## src/rtl/noc_ni_pkg.sv

```systemverilog
// noc_ni_pkg: flit field layout, widths, TX FSM encoding and flit packing helper
package noc_ni_pkg;
  localparam int NI_DATA_WIDTH    = 32;
  localparam int NI_ADDR_WIDTH    = 3;
  localparam int NI_SEQ_WIDTH     = 8;
  localparam int NI_PAYLOAD_WIDTH = 18;
  localparam int NI_DST_LSB = 0;
  localparam int NI_DST_MSB = 2;
  localparam int NI_SRC_LSB = 3;
  localparam int NI_SRC_MSB = 5;
  localparam int NI_SEQ_LSB = 6;
  localparam int NI_SEQ_MSB = 13;
  localparam int NI_PAY_LSB = 14;
  localparam int NI_PAY_MSB = 31;
  typedef enum logic [1:0] {TX_IDLE, TX_SEND, TX_STALL} tx_state_e;
  function automatic logic [NI_DATA_WIDTH-1:0] ni_pack(
    input logic [NI_ADDR_WIDTH-1:0]    dst,
    input logic [NI_ADDR_WIDTH-1:0]    src,
    input logic [NI_SEQ_WIDTH-1:0]     seq,
    input logic [NI_PAYLOAD_WIDTH-1:0] payload
  );
    return {payload, seq, src, dst};
  endfunction
endpackage

```

## src/rtl/ni_sync_fifo.sv

```systemverilog
// ni_sync_fifo: first-word-fall-through synchronous FIFO; push while full is taken only alongside a pop
module ni_sync_fifo #(
  parameter int WIDTH = 32,
  parameter int DEPTH = 4
) (
  input  logic             clk,
  input  logic             rst,
  input  logic             i_push,
  input  logic [WIDTH-1:0] i_data,
  input  logic             i_pop,
  output logic [WIDTH-1:0] o_data,
  output logic             o_full,
  output logic             o_empty
);
  localparam int AW = $clog2(DEPTH);
  logic [WIDTH-1:0] r_mem [DEPTH];
  logic [AW-1:0]    r_wptr;
  logic [AW-1:0]    r_rptr;
  logic [AW:0]      r_cnt;
  logic             w_push;
  logic             w_pop;
  assign o_full  = r_cnt == (AW+1)'(DEPTH);
  assign o_empty = r_cnt == '0;
  assign w_pop   = i_pop && !o_empty;
  assign w_push  = i_push && (!o_full || w_pop);
  assign o_data  = r_mem[r_rptr];
  // pointer and occupancy bookkeeping
  always_ff @(posedge clk) begin
    if (rst) begin
      r_wptr <= '0;
      r_rptr <= '0;
      r_cnt  <= '0;
    end else begin
      if (w_push) r_wptr <= r_wptr + AW'(1);
      if (w_pop) r_rptr <= r_rptr + AW'(1);
      r_cnt <= r_cnt + (AW+1)'(w_push) - (AW+1)'(w_pop);
    end
  end
  // storage array, no reset needed since reads are gated by occupancy
  always_ff @(posedge clk) begin
    if (w_push) r_mem[r_wptr] <= i_data;
  end
endmodule

```

## src/rtl/noc_local_ni.sv

```systemverilog
// noc_local_ni: host<->router local-port NI; optional RX sequence checking under NI_SEQ_CHECK_EN
module noc_local_ni
  import noc_ni_pkg::*;
#(
  parameter logic [2:0] NODE_ADDRESS = 3'b000,
  parameter int          TXQ_DEPTH    = 4,
  parameter int          RXQ_DEPTH    = 8,
  parameter int          CNT_WIDTH    = 16
) (
  input  logic                        clk,
  input  logic                        rst,
  input  logic                        host_tx_valid,
  output logic                        host_tx_ready,
  input  logic [NI_ADDR_WIDTH-1:0]    host_tx_dst,
  input  logic [NI_PAYLOAD_WIDTH-1:0] host_tx_payload,
  output logic [NI_DATA_WIDTH-1:0]    ni_data_out,
  output logic                        ni_valid_out,
  input  logic                        router_full_in,
  input  logic [NI_DATA_WIDTH-1:0]    router_data_in,
  input  logic                        router_valid_in,
  output logic                        host_rx_valid,
  input  logic                        host_rx_ready,
  output logic [NI_ADDR_WIDTH-1:0]    host_rx_src,
  output logic [NI_SEQ_WIDTH-1:0]     host_rx_seq,
  output logic [NI_PAYLOAD_WIDTH-1:0] host_rx_payload,
  output logic [CNT_WIDTH-1:0]        rx_drop_cnt,
  output logic [CNT_WIDTH-1:0]        rx_misroute_cnt,
  output logic [CNT_WIDTH-1:0]        seq_err_cnt,
  output logic                        tx_busy
);
  tx_state_e                 r_tx_state;
  tx_state_e                 w_tx_next;
  logic [NI_SEQ_WIDTH-1:0]   r_tx_seq [8];
  logic                      r_ni_valid;
  logic [NI_DATA_WIDTH-1:0]  r_ni_data;
  logic                      w_txq_full;
  logic                      w_txq_empty;
  logic                      w_tx_push;
  logic                      w_tx_pop;
  logic [NI_DATA_WIDTH-1:0]  w_tx_flit;
  logic [NI_DATA_WIDTH-1:0]  w_txq_head;
  logic                      w_rxq_full;
  logic                      w_rxq_empty;
  logic                      w_rx_dst_ok;
  logic                      w_rx_push;
  logic                      w_rx_pop;
  logic                      w_rx_drop;
  logic                      w_rx_misroute;
  logic [NI_DATA_WIDTH-1:0]  w_rxq_head;
  logic                      w_unused_rx_dst;
  logic [CNT_WIDTH-1:0]      r_rx_drop_cnt;
  logic [CNT_WIDTH-1:0]      r_rx_misroute_cnt;
  assign host_tx_ready = !w_txq_full;
  assign w_tx_push     = host_tx_valid && !w_txq_full;
  assign w_tx_flit     = ni_pack(host_tx_dst, NODE_ADDRESS, r_tx_seq[host_tx_dst], host_tx_payload);
  assign ni_valid_out  = r_ni_valid;
  assign ni_data_out   = r_ni_data;
  assign tx_busy       = !w_txq_empty || r_ni_valid;
  ni_sync_fifo #(.WIDTH(NI_DATA_WIDTH), .DEPTH(TXQ_DEPTH)) u_txq (
    .clk(clk), .rst(rst), .i_push(w_tx_push), .i_data(w_tx_flit), .i_pop(w_tx_pop),
    .o_data(w_txq_head), .o_full(w_txq_full), .o_empty(w_txq_empty)
  );
  // TX injection control: pop only in SEND while the router has room
  always_comb begin
    w_tx_next = r_tx_state;
    w_tx_pop  = 1'b0;
    case (r_tx_state)
      TX_IDLE:  if (!w_txq_empty) w_tx_next = router_full_in ? TX_STALL : TX_SEND;
      TX_SEND: begin
        w_tx_pop  = !w_txq_empty && !router_full_in;
        w_tx_next = w_txq_empty ? TX_IDLE : (router_full_in ? TX_STALL : TX_SEND);
      end
      TX_STALL: if (!router_full_in) w_tx_next = TX_SEND;
      default:  w_tx_next = TX_IDLE;
    endcase
  end
  // TX state and registered flit output, data forced to zero when not valid
  always_ff @(posedge clk) begin
    if (rst) begin
      r_tx_state <= TX_IDLE;
      r_ni_valid <= 1'b0;
      r_ni_data  <= '0;
    end else begin
      r_tx_state <= w_tx_next;
      r_ni_valid <= w_tx_pop;
      r_ni_data  <= w_tx_pop ? w_txq_head : '0;
    end
  end
  // per-destination sequence numbers, advanced on each accepted host message
  always_ff @(posedge clk) begin
    if (rst) begin
      for (int i = 0; i < 8; i++) r_tx_seq[i] <= '0;
    end else if (w_tx_push) begin
      r_tx_seq[host_tx_dst] <= r_tx_seq[host_tx_dst] + 8'd1;
    end
  end
  assign w_rx_dst_ok   = router_data_in[NI_DST_MSB:NI_DST_LSB] == NODE_ADDRESS;
  assign w_rx_pop      = !w_rxq_empty && host_rx_ready;
  assign w_rx_push     = router_valid_in && w_rx_dst_ok && (!w_rxq_full || w_rx_pop);
  assign w_rx_drop     = router_valid_in && w_rx_dst_ok && w_rxq_full && !w_rx_pop;
  assign w_rx_misroute = router_valid_in && !w_rx_dst_ok;
  ni_sync_fifo #(.WIDTH(NI_DATA_WIDTH), .DEPTH(RXQ_DEPTH)) u_rxq (
    .clk(clk), .rst(rst), .i_push(w_rx_push), .i_data(router_data_in), .i_pop(w_rx_pop),
    .o_data(w_rxq_head), .o_full(w_rxq_full), .o_empty(w_rxq_empty)
  );
  assign host_rx_valid   = !w_rxq_empty;
  assign host_rx_src     = host_rx_valid ? w_rxq_head[NI_SRC_MSB:NI_SRC_LSB] : '0;
  assign host_rx_seq     = host_rx_valid ? w_rxq_head[NI_SEQ_MSB:NI_SEQ_LSB] : '0;
  assign host_rx_payload = host_rx_valid ? w_rxq_head[NI_PAY_MSB:NI_PAY_LSB] : '0;
  assign w_unused_rx_dst = ^w_rxq_head[NI_DST_MSB:NI_DST_LSB];
  assign rx_drop_cnt     = r_rx_drop_cnt;
  assign rx_misroute_cnt = r_rx_misroute_cnt;
  // saturating RX status counters
  always_ff @(posedge clk) begin
    if (rst) begin
      r_rx_drop_cnt     <= '0;
      r_rx_misroute_cnt <= '0;
    end else begin
      if (w_rx_drop && !(&r_rx_drop_cnt)) r_rx_drop_cnt <= r_rx_drop_cnt + CNT_WIDTH'(1);
      if (w_rx_misroute && !(&r_rx_misroute_cnt)) r_rx_misroute_cnt <= r_rx_misroute_cnt + CNT_WIDTH'(1);
    end
  end
`ifdef NI_SEQ_CHECK_EN
  logic [NI_SEQ_WIDTH-1:0]  r_exp [8];
  logic [CNT_WIDTH-1:0]     r_seq_err_cnt;
  logic [NI_ADDR_WIDTH-1:0] w_rx_src;
  logic [NI_SEQ_WIDTH-1:0]  w_rx_seq;
  assign w_rx_src    = router_data_in[NI_SRC_MSB:NI_SRC_LSB];
  assign w_rx_seq    = router_data_in[NI_SEQ_MSB:NI_SEQ_LSB];
  assign seq_err_cnt = r_seq_err_cnt;
  // expected sequence per source, resynchronised on every accepted flit
  always_ff @(posedge clk) begin
    if (rst) begin
      for (int i = 0; i < 8; i++) r_exp[i] <= '0;
      r_seq_err_cnt <= '0;
    end else if (w_rx_push) begin
      r_exp[w_rx_src] <= w_rx_seq + 8'd1;
      if (w_rx_seq != r_exp[w_rx_src] && !(&r_seq_err_cnt)) r_seq_err_cnt <= r_seq_err_cnt + CNT_WIDTH'(1);
    end
  end
`else
  assign seq_err_cnt = '0;
`endif
endmodule

```

## config.mk

```make
export PLATFORM = sky130hd
export DESIGN_NAME = noc_local_ni
export DESIGN_NICKNAME = d
export VERILOG_FILES = /design/src/rtl/noc_ni_pkg.sv /design/src/rtl/ni_sync_fifo.sv /design/src/rtl/noc_local_ni.sv
export SDC_FILE = /design/constraint.sdc
export NUM_CORES = 1
export LEC_CHECK = 0
export CORE_ASPECT_RATIO = 0.9
export CORE_MARGIN = 3
export CORE_UTILIZATION = 30
export CTS_BUF_LIST = sky130_fd_sc_hd__clkbuf_4 sky130_fd_sc_hd__clkbuf_8 sky130_fd_sc_hd__clkbuf_16
export CTS_CLUSTER_SIZE = 10
export DETAILED_ROUTE_END_ITERATION = 8
export DONT_BUFFER_PORTS = 1
export PLACE_DENSITY = 0.43
export SYNTH_ARGS = -nofsm -noshare
export SYNTH_HDL_FRONTEND = slang
export SYNTH_SLANG_ARGS = --single-unit
```

## constraint.sdc

```tcl
create_clock -name clk -period 11.1 [get_ports clk]
set_clock_uncertainty 0.2 [all_clocks]
set_input_delay 0 -clock clk [delete_from_list [all_inputs] [get_ports clk]]
set_output_delay 0 -clock clk [all_outputs]
set_load 0.03 [all_outputs]
```

== Word-level counts from Yosys, hierarchy flattened ==
Memory sizes are Yosys's and may differ from the RTL's. A register that Yosys moved wholly into a read port is not among the register bits.
Cells that the tools add are included.

* Memory bits (writable): 436
* Logic and storage cells: 91
* Register bits after elaboration: 84
* Bits of input ports: 59
* Memories: 3
* Output and inout port bits: 113

{| class="wikitable"
|+ Memories
! name !! depth !! bits a word !! rd ports !! clocked after memory_dff !! wr ports !! line !! RTL
|-
| u_rxq.r_mem || 8 || 32 || 1 || 1 || 1 || ni_sync_fifo.sv:16 || <nowiki>logic [WIDTH-1:0] r_mem [DEPTH];</nowiki>
|-
| u_txq.r_mem || 4 || 29 || 1 || 1 || 1 || ni_sync_fifo.sv:16 ||
|-
| r_tx_seq || 8 || 8 || 1 || 0 || 8 || noc_local_ni.sv:33 || <nowiki>logic [NI_SEQ_WIDTH-1:0] r_tx_seq [8];</nowiki>
|}

* Add/subtract/negate cells: 11
* Equality and inequality tests: 6
* Reductions and logical operators: 36
* Bitwise gates (word level): 1
* Multiplexer cells: 23

{| class="wikitable"
|+ Operators with widths
! operator !! number
|-
| $add 16x1->16 const B || 2
|-
| $reduce_and 16->1 || 2
|-
| $mux 18 || 1
|-
| $mux 8 || 2
|-
| $logic_and 1x1->1 || 14
|-
| $mux 3 || 4
|-
| $mux 1 || 11
|-
| $logic_not 1->1 || 9
|-
| $add 8x1->8 const B || 1
|-
| $mux 2 || 4
|-
| $reduce_or 8->1 || 1
|-
| $add 3x1->3 const B || 2
|-
| $logic_not 3->1 || 2
|-
| $pmux 2 s3 || 1
|-
| $add 2x1->2 const B || 2
|-
| $add 4x1->4 || 1
|-
| $eq 4x4->1 const B || 1
|-
| $logic_not 4->1 || 1
|-
| $logic_or 1x1->1 || 4
|-
| $ne 2x2->1 const B || 2
|-
| $sub 4x1->4 || 1
|-
| $add 3x1->3 || 1
|-
| $eq 3x3->1 const B || 1
|-
| $sub 3x1->3 || 1
|-
| 6 further kinds || 6
|}

== Depth between registers and ports, before layout ==
Gate-level depths: netlist of the first run.

* Depth in word-level cells: 9
* Gate-level depth with buffers: 13
* Gate-level depth less buffers: 13

== By module ==
From an unflattened synthesis of the first run, not the netlist that was laid out.

* Cells, all modules: 1214
* Area total of the unflattened synthesis: 21486.9 um2

{| class="wikitable"
|+ Modules (own cells, without submodules)
! module !! cells an instance !! area an instance (um2) !! sequential area each (um2) !! times used
|-
| ni_sync_fifo (u_rxq) || 463 || 10400.0 || 7947.6 || 1
|-
| noc_local_ni || 537 || 5888.1 || 3263.1 || 1
|-
| ni_sync_fifo (u_txq) || 214 || 5198.7 || 4023.9 || 1
|}

== Least setup slack after synthesis of the first run ==
OpenSTA, ideal clock, no wires.

* Kind: register to register
* From: reg u_rxq.r_cnt[2]
* To: mem u_rxq.r_mem[0][10] (enable)
* Required time: 10.412 ns
* Period minus slack after synthesis: 4.325 ns
* Buffers on the path: 0
* Stages on the path, launching flop included: 7
* Path slack: 6.775 ns
* Library setup time: 0.488 ns
* Arrival: 3.636 ns
* Path through: dfxtp_1 -> inv_1 -> ha_1 -> nand2b_1 -> nand2_1 -> nand2_1 -> nor4_1

* Longest elaborated chain between the ends: 8
* Elaborated cells between the ends (all ways): 12
* Those cells by class: 1 x eq/ne; 2 x mux; 9 x reduce/logical

{| class="wikitable"
|+ Ends and longest elaborated chain
! item !! line !! RTL
|-
| from (decl) || ni_sync_fifo.sv:19 || <nowiki>logic [AW:0] r_cnt;</nowiki>
|-
| from (signal assigned) || ni_sync_fifo.sv:36 || <nowiki>r_cnt <= r_cnt + (AW+1)'(w_push) - (AW+1)'(w_pop);</nowiki>
|-
| $logic_not 4->1 || ni_sync_fifo.sv:23 || <nowiki>assign o_empty = r_cnt == '0;</nowiki>
|-
| $logic_not 1->1 || ni_sync_fifo.sv:24, noc_local_ni.sv:98 ||
|-
| $logic_and 1x1->1 || noc_local_ni.sv:98 || <nowiki>assign w_rx_pop = !w_rxq_empty && host_rx_ready;</nowiki>
|-
| $logic_or 1x1->1 / $logic_and 1x1->1 (equally long branches) || noc_local_ni.sv:99, ni_sync_fifo.sv:24 ||
|-
| $logic_and 1x1->1 / $logic_or 1x1->1 (equally long branches) || noc_local_ni.sv:99, ni_sync_fifo.sv:25 ||
|-
| $logic_and 1x1->1 * || ni_sync_fifo.sv:25 || <nowiki>assign w_push = i_push && (!o_full || w_pop);</nowiki>
|-
| $mux 1 * || ni_sync_fifo.sv:41 || <nowiki>if (w_push) r_mem[r_wptr] <= i_data;</nowiki>
|-
| $mux 1 (not written as such) * || ni_sync_fifo.sv:41 ||
|-
| to (decl) || ni_sync_fifo.sv:16 ||
|}

Every way passes the cells marked *; elsewhere a longest branch is shown, timed or not.

== Worst setup path in the final report of the first run ==
* From: reg r_rx_misroute_cnt[3] (netlist: rx_misroute_cnt[3])
* To: reg r_rx_misroute_cnt[2] (netlist: rx_misroute_cnt[2])

* Longest elaborated chain between the ends: 3

{| class="wikitable"
|+ Ends and longest elaborated chain
! item !! line !! RTL
|-
| from (decl) || noc_local_ni.sv:52 || <nowiki>logic [CNT_WIDTH-1:0] r_rx_misroute_cnt;</nowiki>
|-
| from (signal assigned) || noc_local_ni.sv:120 || <nowiki>if (w_rx_misroute && !(&r_rx_misroute_cnt)) r_rx_misroute_cnt <= r_rx_misroute_cnt + CNT_WIDTH'(1);</nowiki>
|-
| $reduce_and 16->1 || noc_local_ni.sv:120 ||
|-
| $logic_not 1->1 || noc_local_ni.sv:120 ||
|-
| $logic_and 1x1->1 || noc_local_ni.sv:120 ||
|}

No other way between the ends.
A chain may end at the register's enable or synchronous reset.

==> results of run 1 <==
## sequential cells by signal (all words and copies together) (netlist names), named ones only
register         count
ni_data_out         29
ni_valid_out         1
r_tx_seq            64
r_tx_state           2
rx_drop_cnt         16
rx_misroute_cnt     16
u_rxq.r_cnt          4
u_rxq.r_mem        232
u_rxq.r_rptr         3
u_rxq.r_wptr         3
u_txq.r_cnt          3
u_txq.r_mem        116
u_txq.r_rptr         2
u_txq.r_wptr         2
## critical path: stages (launching register included)
cell	delay, ns
sky130_fd_sc_hd__dfxtp_1	0.62
sky130_fd_sc_hd__and4_1	0.39
sky130_fd_sc_hd__and4_1	0.41
sky130_fd_sc_hd__a21bo_1	0.46
sky130_fd_sc_hd__o21ai_0	0.13
sky130_fd_sc_hd__dlygate4sd3_1	0.59
sky130_fd_sc_hd__a21oi_1	0.11
sky130_fd_sc_hd__dlygate4sd3_1	0.55
## timing repair
action | in CTS | in global routing
hold buffers | 104 | 0
setup endpoints to repair | 0 | 0
hold endpoints to repair | 676 | 0
gates resized for setup | 0 | 0
## worst min path at each step
| stage | startpoint | end | slack (ns) | cells after the start |
|---|---|---|---|---|
| floorplan | router_full_in | r_tx_state[0] | -0.11 | 1 |
| global placement | rst | rx_misroute_cnt[7] | -0.12 | 1 |
| detailed placement | rst | rx_misroute_cnt[9] | -0.12 | 1 |
| CTS | router_data_in[10] | u_rxq.r_mem[0][10] | 0.0005 | 1 |
| global route | router_data_in[10] | u_rxq.r_mem[0][10] | 0.02 | 1 |
| finish | router_data_in[10] | u_rxq.r_mem[0][10] | 0.04 | 1 |
## cell usage in the layout, fill, tap and decap left out, types with 3 or more instances in the layout
| cell | Yosys | routed |
|---|---|---|
| sky130_fd_sc_hd__edfxtp_1 | 412 | 412 |
| sky130_fd_sc_hd__dlygate4sd3_1 | 0 | 101 |
| sky130_fd_sc_hd__nor2_1 | 102 | 99 |
| sky130_fd_sc_hd__mux4_2 | 97 | 97 |
| sky130_fd_sc_hd__dfxtp_1 | 84 | 80 |
| sky130_fd_sc_hd__clkbuf_16 | 0 | 59 |
| sky130_fd_sc_hd__mux2i_1 | 40 | 40 |
| sky130_fd_sc_hd__nor2b_1 | 33 | 33 |
| sky130_fd_sc_hd__clkbuf_4 | 0 | 29 |
| sky130_fd_sc_hd__a21oi_1 | 25 | 25 |
| sky130_fd_sc_hd__inv_1 | 24 | 24 |
| sky130_fd_sc_hd__nand2_1 | 20 | 20 |
| sky130_fd_sc_hd__conb_1 | 1 | 19 |
| sky130_fd_sc_hd__nand2b_1 | 18 | 18 |
| sky130_fd_sc_hd__nand3_1 | 18 | 18 |
| sky130_fd_sc_hd__nor3b_1 | 18 | 18 |
| sky130_fd_sc_hd__ha_1 | 17 | 17 |
| sky130_fd_sc_hd__buf_4 | 21 | 17 |
| sky130_fd_sc_hd__and3_1 | 12 | 12 |
| sky130_fd_sc_hd__nor3_2 | 8 | 12 |
| sky130_fd_sc_hd__xnor2_1 | 12 | 12 |
| sky130_fd_sc_hd__o21ai_0 | 11 | 11 |
| sky130_fd_sc_hd__or3_1 | 10 | 10 |
| sky130_fd_sc_hd__xor2_1 | 10 | 10 |
| sky130_fd_sc_hd__or2_2 | 9 | 9 |
| sky130_fd_sc_hd__or4_1 | 9 | 9 |
| sky130_fd_sc_hd__nand4_1 | 8 | 8 |
| sky130_fd_sc_hd__o31ai_1 | 8 | 8 |
| sky130_fd_sc_hd__nand3b_1 | 4 | 4 |
| sky130_fd_sc_hd__and2_1 | 4 | 4 |
| sky130_fd_sc_hd__mux2_2 | 4 | 4 |
| sky130_fd_sc_hd__nor2_4 | 0 | 3 |
| sky130_fd_sc_hd__a211oi_1 | 3 | 3 |
| sky130_fd_sc_hd__nor4b_1 | 3 | 3 |
| sky130_fd_sc_hd__or3b_2 | 3 | 3 |
| sky130_fd_sc_hd__dfxtp_2 | 0 | 3 |
| sky130_fd_sc_hd__clkinv_2 | 0 | 3 |
## power by group
part           leakage, nW  total (W)  switching [W]  internal [W]
Clock                0.931    0.00182       0.000736       0.00109
Combinational         2.16   0.000819       0.000517      0.000302
Sequential            4.50    0.00216      0.0000502       0.00211
Total                 7.59    0.00481        0.00130       0.00350
## routing by layer
layer  part of all wire [%]  track usage [%]  vias up
met5                      0                0        -
met4                    2.3             4.04        0
met3                    4.6             2.74       70
met2                     48             20.6      199
met1                     45             17.4     5387
li1                       -                -     4634
## through the flow
| step | std cells | power (W) | utilization, % | area, µm² |
|---|---|---|---|---|
| finish | 2159 | 0.00481 | 36.5 | 23600 |
| global route | 2159 | 0.00504 | 36.5 | 23600 |
| CTS | 2159 | 0.00491 | 36.5 | 23600 |
| detailed placement | 1957 | 0.00299 | 31.9 | 20600 |
| global placement | 1957 | 0.00299 | 31.9 | 20600 |
| floorplan | 1163 | 0.00283 | - | 19800 |
## area by class of cell
| type | count | share of cell area (%) |
|---|---|---|
| Clock buffer | 90 | 7.30 |
| Clock inverter | 8 | 0.547 |
| Inverter | 26 | 0.414 |
| Multi-Input combinational cell | 563 | 22.4 |
| Sequential cell | 496 | 59.7 |
| Tap cell | 855 | 4.54 |
| Timing Repair Buffer | 121 | 5.12 |
## cell families after synthesis
logic type	after synthesis
fa+ha+maj	19
other cells	1
compound gates	68
simple gates	292
flops	496
xor+xnor	23
mux	142
buf+inv	104
==> out/qor.txt, run 1 <==
===========================================================================================
Outcome                                                                           completed
Final count of negative-setup-slack endpoints                                             0
Horiz. Die Dim                                                                       276 µm
Initial core utilization                                                              30.5%
Yosys reg bits                                                                          496
Number of remaining DRC errors                                                            0
Crit Path Category                                                             register to register
Post-synthesis cell type count                                                           63
Number of design-rule violations left by the first detailed-router iteration            618
Post-CTS setup buffer count                                                               0
Required time reported for the critical path endpoint                              11.45 ns
Reg-to-reg critical path endpoint                                              rx_misroute_cnt[2]
Maximum fanout along the worst path                                                      19
Detailed-router iteration count before antenna repair                                     7
Worst hold slack                                                                  0.0418 ns
Via count of the first global-routing pass                                           10,925
Post-route clock period utilization                                                   31.5%
Share of the synthesized area in compound gates (AO/OA/AOI/OAI)                       2.35%
Number of core rows                                                                      88
Pins Over Slew Limit                                                                      0
Top flip-flop cell by instance count after synthesis                           sky130_fd_sc_hd__edfxtp_1
Fraction of registers with async set/reset                                               0%
TritonCTS clock tree                                                                  built
Portion of the post-synthesis area used by sequential elements                        71.2%
WL/cell                                                                             20.7 µm
Share of synthesized cell area in full adder, half adder and majority cells           1.28%
Count of endpoints failing hold in the final timing report                                0
Static leakage                                                                      7.59 nW
Post-synthesis cell type with the largest combined area                        sky130_fd_sc_hd__edfxtp_1
CTS sink count                                                                          496
Worst reg2reg path depth                                                                  7
Fin Setup TNS                                                                          0 ns
Total of buffers placed on input and output ports                                         0
CTS Root Cell                                                                  sky130_fd_sc_hd__clkbuf_16
Total GRT Usage                                                                       12.8%
Transition time at the pin with the least slew margin                               1.08 ns
Pre-CTS WS                                                                          7.94 ns
Smallest setup slack after layout                                                   7.61 ns
Top cells by count, synth                                                      412 x sky130_fd_sc_hd__edfxtp_1, 102 x sky130_fd_sc_hd__nor2_1, 97 x sky130_fd_sc_hd__mux4_2
Post-Synth XOR/XNOR Area                                                              1.06%
Synth-to-layout area growth                                                           19.5%
Vias after detailed routing                                                          10,290
Post-synthesis share of cell area spent on and, or, nand and nor gates                8.05%
P per Cell Area                                                                  204 mW/mm²
Main combinational cell family by area after synthesis                         multiplexers
Initial antenna violation count                                                           1
Max VDD drop                                                                         122 µV
Std-Cell Core Area                                                               0.0646 mm²
Critical Path Sink                                                             rx_misroute_cnt[2]
Overall overflow remaining after global route                                             0
Filler cell count in the final layout                                                 6,035
Number of synthesized flops with an enable pin                                          412
Final net count                                                                       1,344
Cell types with the largest area share after synthesis                         sky130_fd_sc_hd__edfxtp_1 63%, sky130_fd_sc_hd__mux4_2 11%, sky130_fd_sc_hd__dfxtp_1 8.5%
Achievable frequency                                                                286 MHz
Die outline height                                                                   249 µm
Antenna diode count                                                                       0
TritonCTS Buffers                                                                        58
Most repeated cell in the gate-level netlist after synthesis                   sky130_fd_sc_hd__edfxtp_1
RSZ-0062 raised after global routing                                                  false
Post-Synthesis Cells                                                                  1,145
Die outline area                                                                 0.0689 mm²
Worst-case clock buffer depth                                                             3
Detailed-route wire length                                                          44.7 mm
Ports placed on the boundary                                                            172
Via density per instance                                                               4.77
Clock latency on the worst-skew pair                                                0.62 ns
Yosys warns                                                                               0
Register-to-register setup slack                                                    7.61 ns
Estimated wirelength of the detail-placed design                                    25.2 mm
Final worst path period need                                                        3.49 ns
Maximum number of pins on one net before global-route repair                             65
Critical path startpoint category                                                  register
Area fraction of the dominant cell type after synthesis                               62.7%
Average size of a mapped cell                                                      17.2 µm²
Kind of end point of the critical path                                             register
Origin of the worst setup path                                                 rx_misroute_cnt[3]
Post-synthesis instance area                                                     0.0197 mm²
Fraction of final layout cells sized beyond drive strength 1                          20.0%
Multi-input combinational cell area                                             0.00529 mm²
Slew Limit Headroom                                                                   27.7%
RR Startpoint                                                                  rx_misroute_cnt[3]
Type of the most critical hold path                                            primary input to register
Critical path arrival                                                               3.85 ns
Number of antenna-violating nets in the routed design                                     0
Multiplexer area fraction after synthesis                                             13.4%
H-tree level count                                                                        2
Global-route wire length before repair                                              68.5 mm
Sequential standard cell area                                                    0.0141 mm²
Clock Pin Slew Worst Setup and Hold Paths                                           0.05 ns
Routability Congestion                                                                0.704
Number of max-cap violations                                                              0
===========================================================================================
Note: power is estimated with default switching activity, not from simulation.
==> run 2, diff against run 1 <==
--- a/config.mk
+++ b/config.mk
@@ -5,6 +5,7 @@
 export SDC_FILE = /design/constraint.sdc
 export NUM_CORES = 1
 export LEC_CHECK = 0
+export ABC_AREA = 1
 export CORE_ASPECT_RATIO = 0.9
 export CORE_MARGIN = 3
 export CORE_UTILIZATION = 30
@@ -12,7 +13,7 @@
 export CTS_CLUSTER_SIZE = 10
 export DETAILED_ROUTE_END_ITERATION = 8
 export DONT_BUFFER_PORTS = 1
-export PLACE_DENSITY = 0.43
+export PLACE_DENSITY = 0.44
 export SYNTH_ARGS = -nofsm -noshare
 export SYNTH_HDL_FRONTEND = slang
 export SYNTH_SLANG_ARGS = --single-unit
==> constraint.sdc (replaced) <==
create_clock -name clk -period 3.2 [get_ports clk]
set_clock_uncertainty 0.2 [all_clocks]
set_input_delay 0 -clock clk [delete_from_list [all_inputs] [get_ports clk]]
set_output_delay 0 -clock clk [all_outputs]
set_load 0.03 [all_outputs]
==> out/qor.txt, run 2 <==
===========================================================================================
Count of placed standard cells in the final layout, fillers left out                  2,882   was 2,159
Top cells by count, synth                                                      417 x sky130_fd_sc_hd__nor2_1, 412 x sky130_fd_sc_hd__edfxtp_1, 231 x sky130_fd_sc_hd__nand2_1   was 412 x sky130_fd_sc_hd__edfxtp_1, 102 x sky130_fd_sc_hd__nor2_1, 97 x sky130_fd_sc_hd__mux4_2
Critical path startpoint category                                                  register   unchanged
Final net count                                                                       2,054   was 1,344
Required time reported for the critical path endpoint                               3.52 ns   was 11.45 ns
Total of buffers placed on input and output ports                                         0   unchanged
Transition time at the pin with the least slew margin                              0.827 ns   was 1.08 ns
Achievable frequency                                                                341 MHz   was 286 MHz
Fin Setup TNS                                                                          0 ns   unchanged
Synth-to-layout area growth                                                           20.4%   was 19.5%
WL/cell                                                                             17.5 µm   was 20.7 µm
Post-Synthesis Cells                                                                  1,839   was 1,145
Antenna diode count                                                                       0   unchanged
TritonCTS Buffers                                                                        58   unchanged
Worst-case clock buffer depth                                                             3   unchanged
Post-route clock period utilization                                                   91.7%   was 31.5%
Maximum fanout along the worst path                                                       9   was 19
Overall overflow remaining after global route                                             0   unchanged
Portion of the post-synthesis area used by sequential elements                        69.4%   was 71.2%
Cell family contributing the most delay on the critical path                   buffers and inverters   unchanged
Number of max-cap violations                                                              0   unchanged
Number of buffers and inverters on the critical path                                      4   was 2
Total GRT Usage                                                                       14.1%   was 12.8%
Detailed-router iteration count before antenna repair                                     5   was 7
Clock power frac                                                                      36.4%   was 38.0%
Number of remaining DRC errors                                                            0   unchanged
Worst hold slack                                                                -0.00373 ns   was 0.0418 ns
TritonCTS clock tree                                                                  built   unchanged
Yosys warns                                                                               0   unchanged
Psw                                                                               0.00535 W   was 0.00130 W
Filler cell count in the final layout                                                 6,496   was 6,035
Yosys reg bits                                                                          496   unchanged
Cell types with the largest area share after synthesis                         sky130_fd_sc_hd__edfxtp_1 61%, sky130_fd_sc_hd__dfxtp_1 8.3%, sky130_fd_sc_hd__nor2_1 7.7%   was sky130_fd_sc_hd__edfxtp_1 63%, sky130_fd_sc_hd__mux4_2 11%, sky130_fd_sc_hd__dfxtp_1 8.5%
Number of core rows                                                                      89   was 88
Slew Limit Headroom                                                                   44.8%   was 27.7%
Placed insts                                                                          2,687   was 1,957
Internal power consumption                                                         0.0123 W   was 0.00350 W
Type of the most critical hold path                                            primary input to register   unchanged
Critical path, cell by cell                                                    inv_1 -> nand3_1 -> nand2_2 -> buf_4 -> inv_1 -> ha_1 -> fa_1 -> xor2_1 -> nor2_1 -> dlygate4sd3_1   was and4_1 -> and4_1 -> a21bo_1 -> o21ai_0 -> dlygate4sd3_1 -> a21oi_1 -> dlygate4sd3_1
Static leakage                                                                      8.71 nW   was 7.59 nW
Slowest cell on crit path                                                      sky130_fd_sc_hd__dlygate4sd3_1   was sky130_fd_sc_hd__dfxtp_1
Overall power after layout                                                         0.0177 W   was 0.00481 W
Switching share of power                                                              30.3%   was 27.1%
CTS Root Cell                                                                  sky130_fd_sc_hd__clkbuf_16   unchanged
Global-route wire length before repair                                              78.0 mm   was 68.5 mm
Routability Congestion                                                                0.772   was 0.704
Largest Register                                                                u_rxq.r_mem   unchanged
H-tree level count                                                                        2   unchanged
Die outline area                                                                 0.0707 mm²   was 0.0689 mm²
Most common cell after layout, fill and taps aside                             sky130_fd_sc_hd__edfxtp_1   unchanged
Std-Cell Core Area                                                               0.0663 mm²   was 0.0646 mm²
Vias after detailed routing                                                          13,317   was 10,290
Kind of end point of the critical path                                             register   unchanged
Proportion of power drawn by combinational gates                                      21.6%   was 17.0%
Most frequent cells in the layout                                              412 x sky130_fd_sc_hd__edfxtp_1, 405 x sky130_fd_sc_hd__nor2_1, 231 x sky130_fd_sc_hd__nand2_1   was 412 x sky130_fd_sc_hd__edfxtp_1, 101 x sky130_fd_sc_hd__dlygate4sd3_1, 99 x sky130_fd_sc_hd__nor2_1
Ports placed on the boundary                                                            172   unchanged
Post-synthesis cell type count                                                           44   was 63
Critical path's largest stage delay                                                 0.56 ns   was 0.62 ns
Fraction of final layout cells sized beyond drive strength 1                          11.3%   was 20.0%
Critical path arrival                                                               3.26 ns   was 3.85 ns
Clock latency on the worst-skew pair                                                0.64 ns   was 0.62 ns
Failing checks                                                                  hold timing
Top flip-flop cell by instance count after synthesis                           sky130_fd_sc_hd__edfxtp_1   unchanged
Detailed-route wire length                                                          50.5 mm   was 44.7 mm
Via density per instance                                                               4.62   was 4.77
Max reg flops                                                                           232   unchanged
Estimated wirelength of the detail-placed design                                    29.4 mm   was 25.2 mm
Clock Pin Slew Worst Setup and Hold Paths                                           0.06 ns   was 0.05 ns
Final count of negative-setup-slack endpoints                                             0   unchanged
Number of antenna-violating nets in the routed design                                     0   unchanged
Maximum number of pins on one net before global-route repair                            117   was 65
Horiz. Die Dim                                                                       280 µm   was 276 µm
Post-synthesis cell type with the largest combined area                        sky130_fd_sc_hd__edfxtp_1   unchanged
Area fraction of the dominant cell type after synthesis                               61.1%   was 62.7%
Fraction of registers with async set/reset                                               0%   unchanged
Initial antenna violation count                                                           1   unchanged
Number of design-rule violations left by the first detailed-router iteration            909   was 618
Die outline height                                                                   253 µm   was 249 µm
Number of synthesized flops with an enable pin                                          412   unchanged
P per Cell Area                                                                  724 mW/mm²   was 204 mW/mm²
Outcome                                                                        complete, but fails checks   was completed
Sequential group share of total power                                                 42.0%   was 45.0%
RSZ-0062 raised after global routing                                                  false   unchanged
Resize count post-CTS                                                                     0   unchanged
Initial core utilization                                                              30.6%   was 30.5%
Pins Over Slew Limit                                                                      0   unchanged
Crit-path most repeated cell                                                   sky130_fd_sc_hd__inv_1
Most repeated cell in the gate-level netlist after synthesis                   sky130_fd_sc_hd__nor2_1   was sky130_fd_sc_hd__edfxtp_1
Final worst path period need                                                        2.93 ns   was 3.49 ns
Top flop regs                                                                  u_rxq.r_mem x232, u_txq.r_mem x116, r_tx_seq x64   unchanged
Crit Path Category                                                             register to register   unchanged
Via count of the first global-routing pass                                           13,167   was 10,925
Count of endpoints failing hold in the final timing report                                1   was 0
Max VDD drop                                                                         454 µV   was 122 µV
Average size of a mapped cell                                                      11.0 µm²   was 17.2 µm²
CTS sink count                                                                          496   unchanged
Post-synthesis instance area                                                     0.0203 mm²   was 0.0197 mm²
===========================================================================================
[run 2: cell count changes in the layout (fill, tap and decap cells not counted), sizes merged, moves of 41 or more]
cell / delta
o21ai: +219
buf: +55
inv: +84
mux4: -97
nand2: +228
mux2i: -41
nor2: +321
[run 2: path summary, 6_finish.rpt]
path	end	slack, ns	cells after the start	startpoint
worst min-delay path	rx_drop_cnt[4]	-0.004	6	router_data_in[0]
worst max register to register	u_txq.r_cnt[2]	0.27	10	u_txq.r_cnt[1]
worst max-delay path	u_txq.r_cnt[2]	0.27	10	u_txq.r_cnt[1]
worst min register to register	u_rxq.r_rptr[2]	0.27	2	u_rxq.r_rptr[2]
[run 2: worst min-delay path, cell delays in order]
cell	delay, ns
sky130_fd_sc_hd__inv_1	0.03
sky130_fd_sc_hd__nand4_1	0.17
sky130_fd_sc_hd__nor2_1	0.08
sky130_fd_sc_hd__nand2_1	0.28
sky130_fd_sc_hd__nor3_1	0.09
sky130_fd_sc_hd__nor2_1	0.09
[run 2: what timing repair did]
item                      4_1_cts  5_1_grt
hold endpoints to repair      663        0
hold buffers                   93        0
buffers inserted                0        0
[run 2: power groups by stage]
stage / Sequential (W) / Combinational, W / Clock (W)
after floorplan: 0.00753 / 0.00243 / 0
after global placement: 0.00755 / 0.00370 / 0
after detailed placement: 0.00756 / 0.00372 / 0
after CTS: 0.00742 / 0.00391 / 0.00665
after global routing: 0.00745 / 0.00423 / 0.00690
final: 0.00742 / 0.00382 / 0.00643
[run 2: final cells by class]
cell class                 count  area (µm²)  area share, %
clock buffer                  94        1750           7.18
tap                          864        1080           4.43
inverter                     109         417           1.71
multi-input combinational   1145        5400           22.1
sequential                   496       14100           57.6
clock inverter                 8         130          0.533
timing repair buffer         166        1560           6.40
[run 2: kinds of logic after synthesis]
kind of cell    synth area share (%)
compound gates                  9.17
other cells                   0.0185
simple gates                    14.7
fa+ha+maj                       1.25
xor+xnor                       0.722
flops                           69.4
buf+inv                         4.79
[run 2: per-layer routing]
metal  track usage (%)  part of all wire [%]  vias to the layer above
li1                  -                     -                     6548
met1              19.4                    47                     6437
met2              22.7                    47                      248
met3              2.65                   4.2                       82
met4              3.85                   2.0                        2
met5                 0                 0.026                        -
[run 2: per-stage QoR]
step	area (µm²)	utilization [%]	setup slack (ns)
after global placement	21600	32.6	0.655
after floorplan	20300	-	0.249
after global routing	24400	36.8	0.0834
after detailed placement	21600	32.6	0.571
after CTS	24400	36.8	0.282
final	24400	36.8	0.265
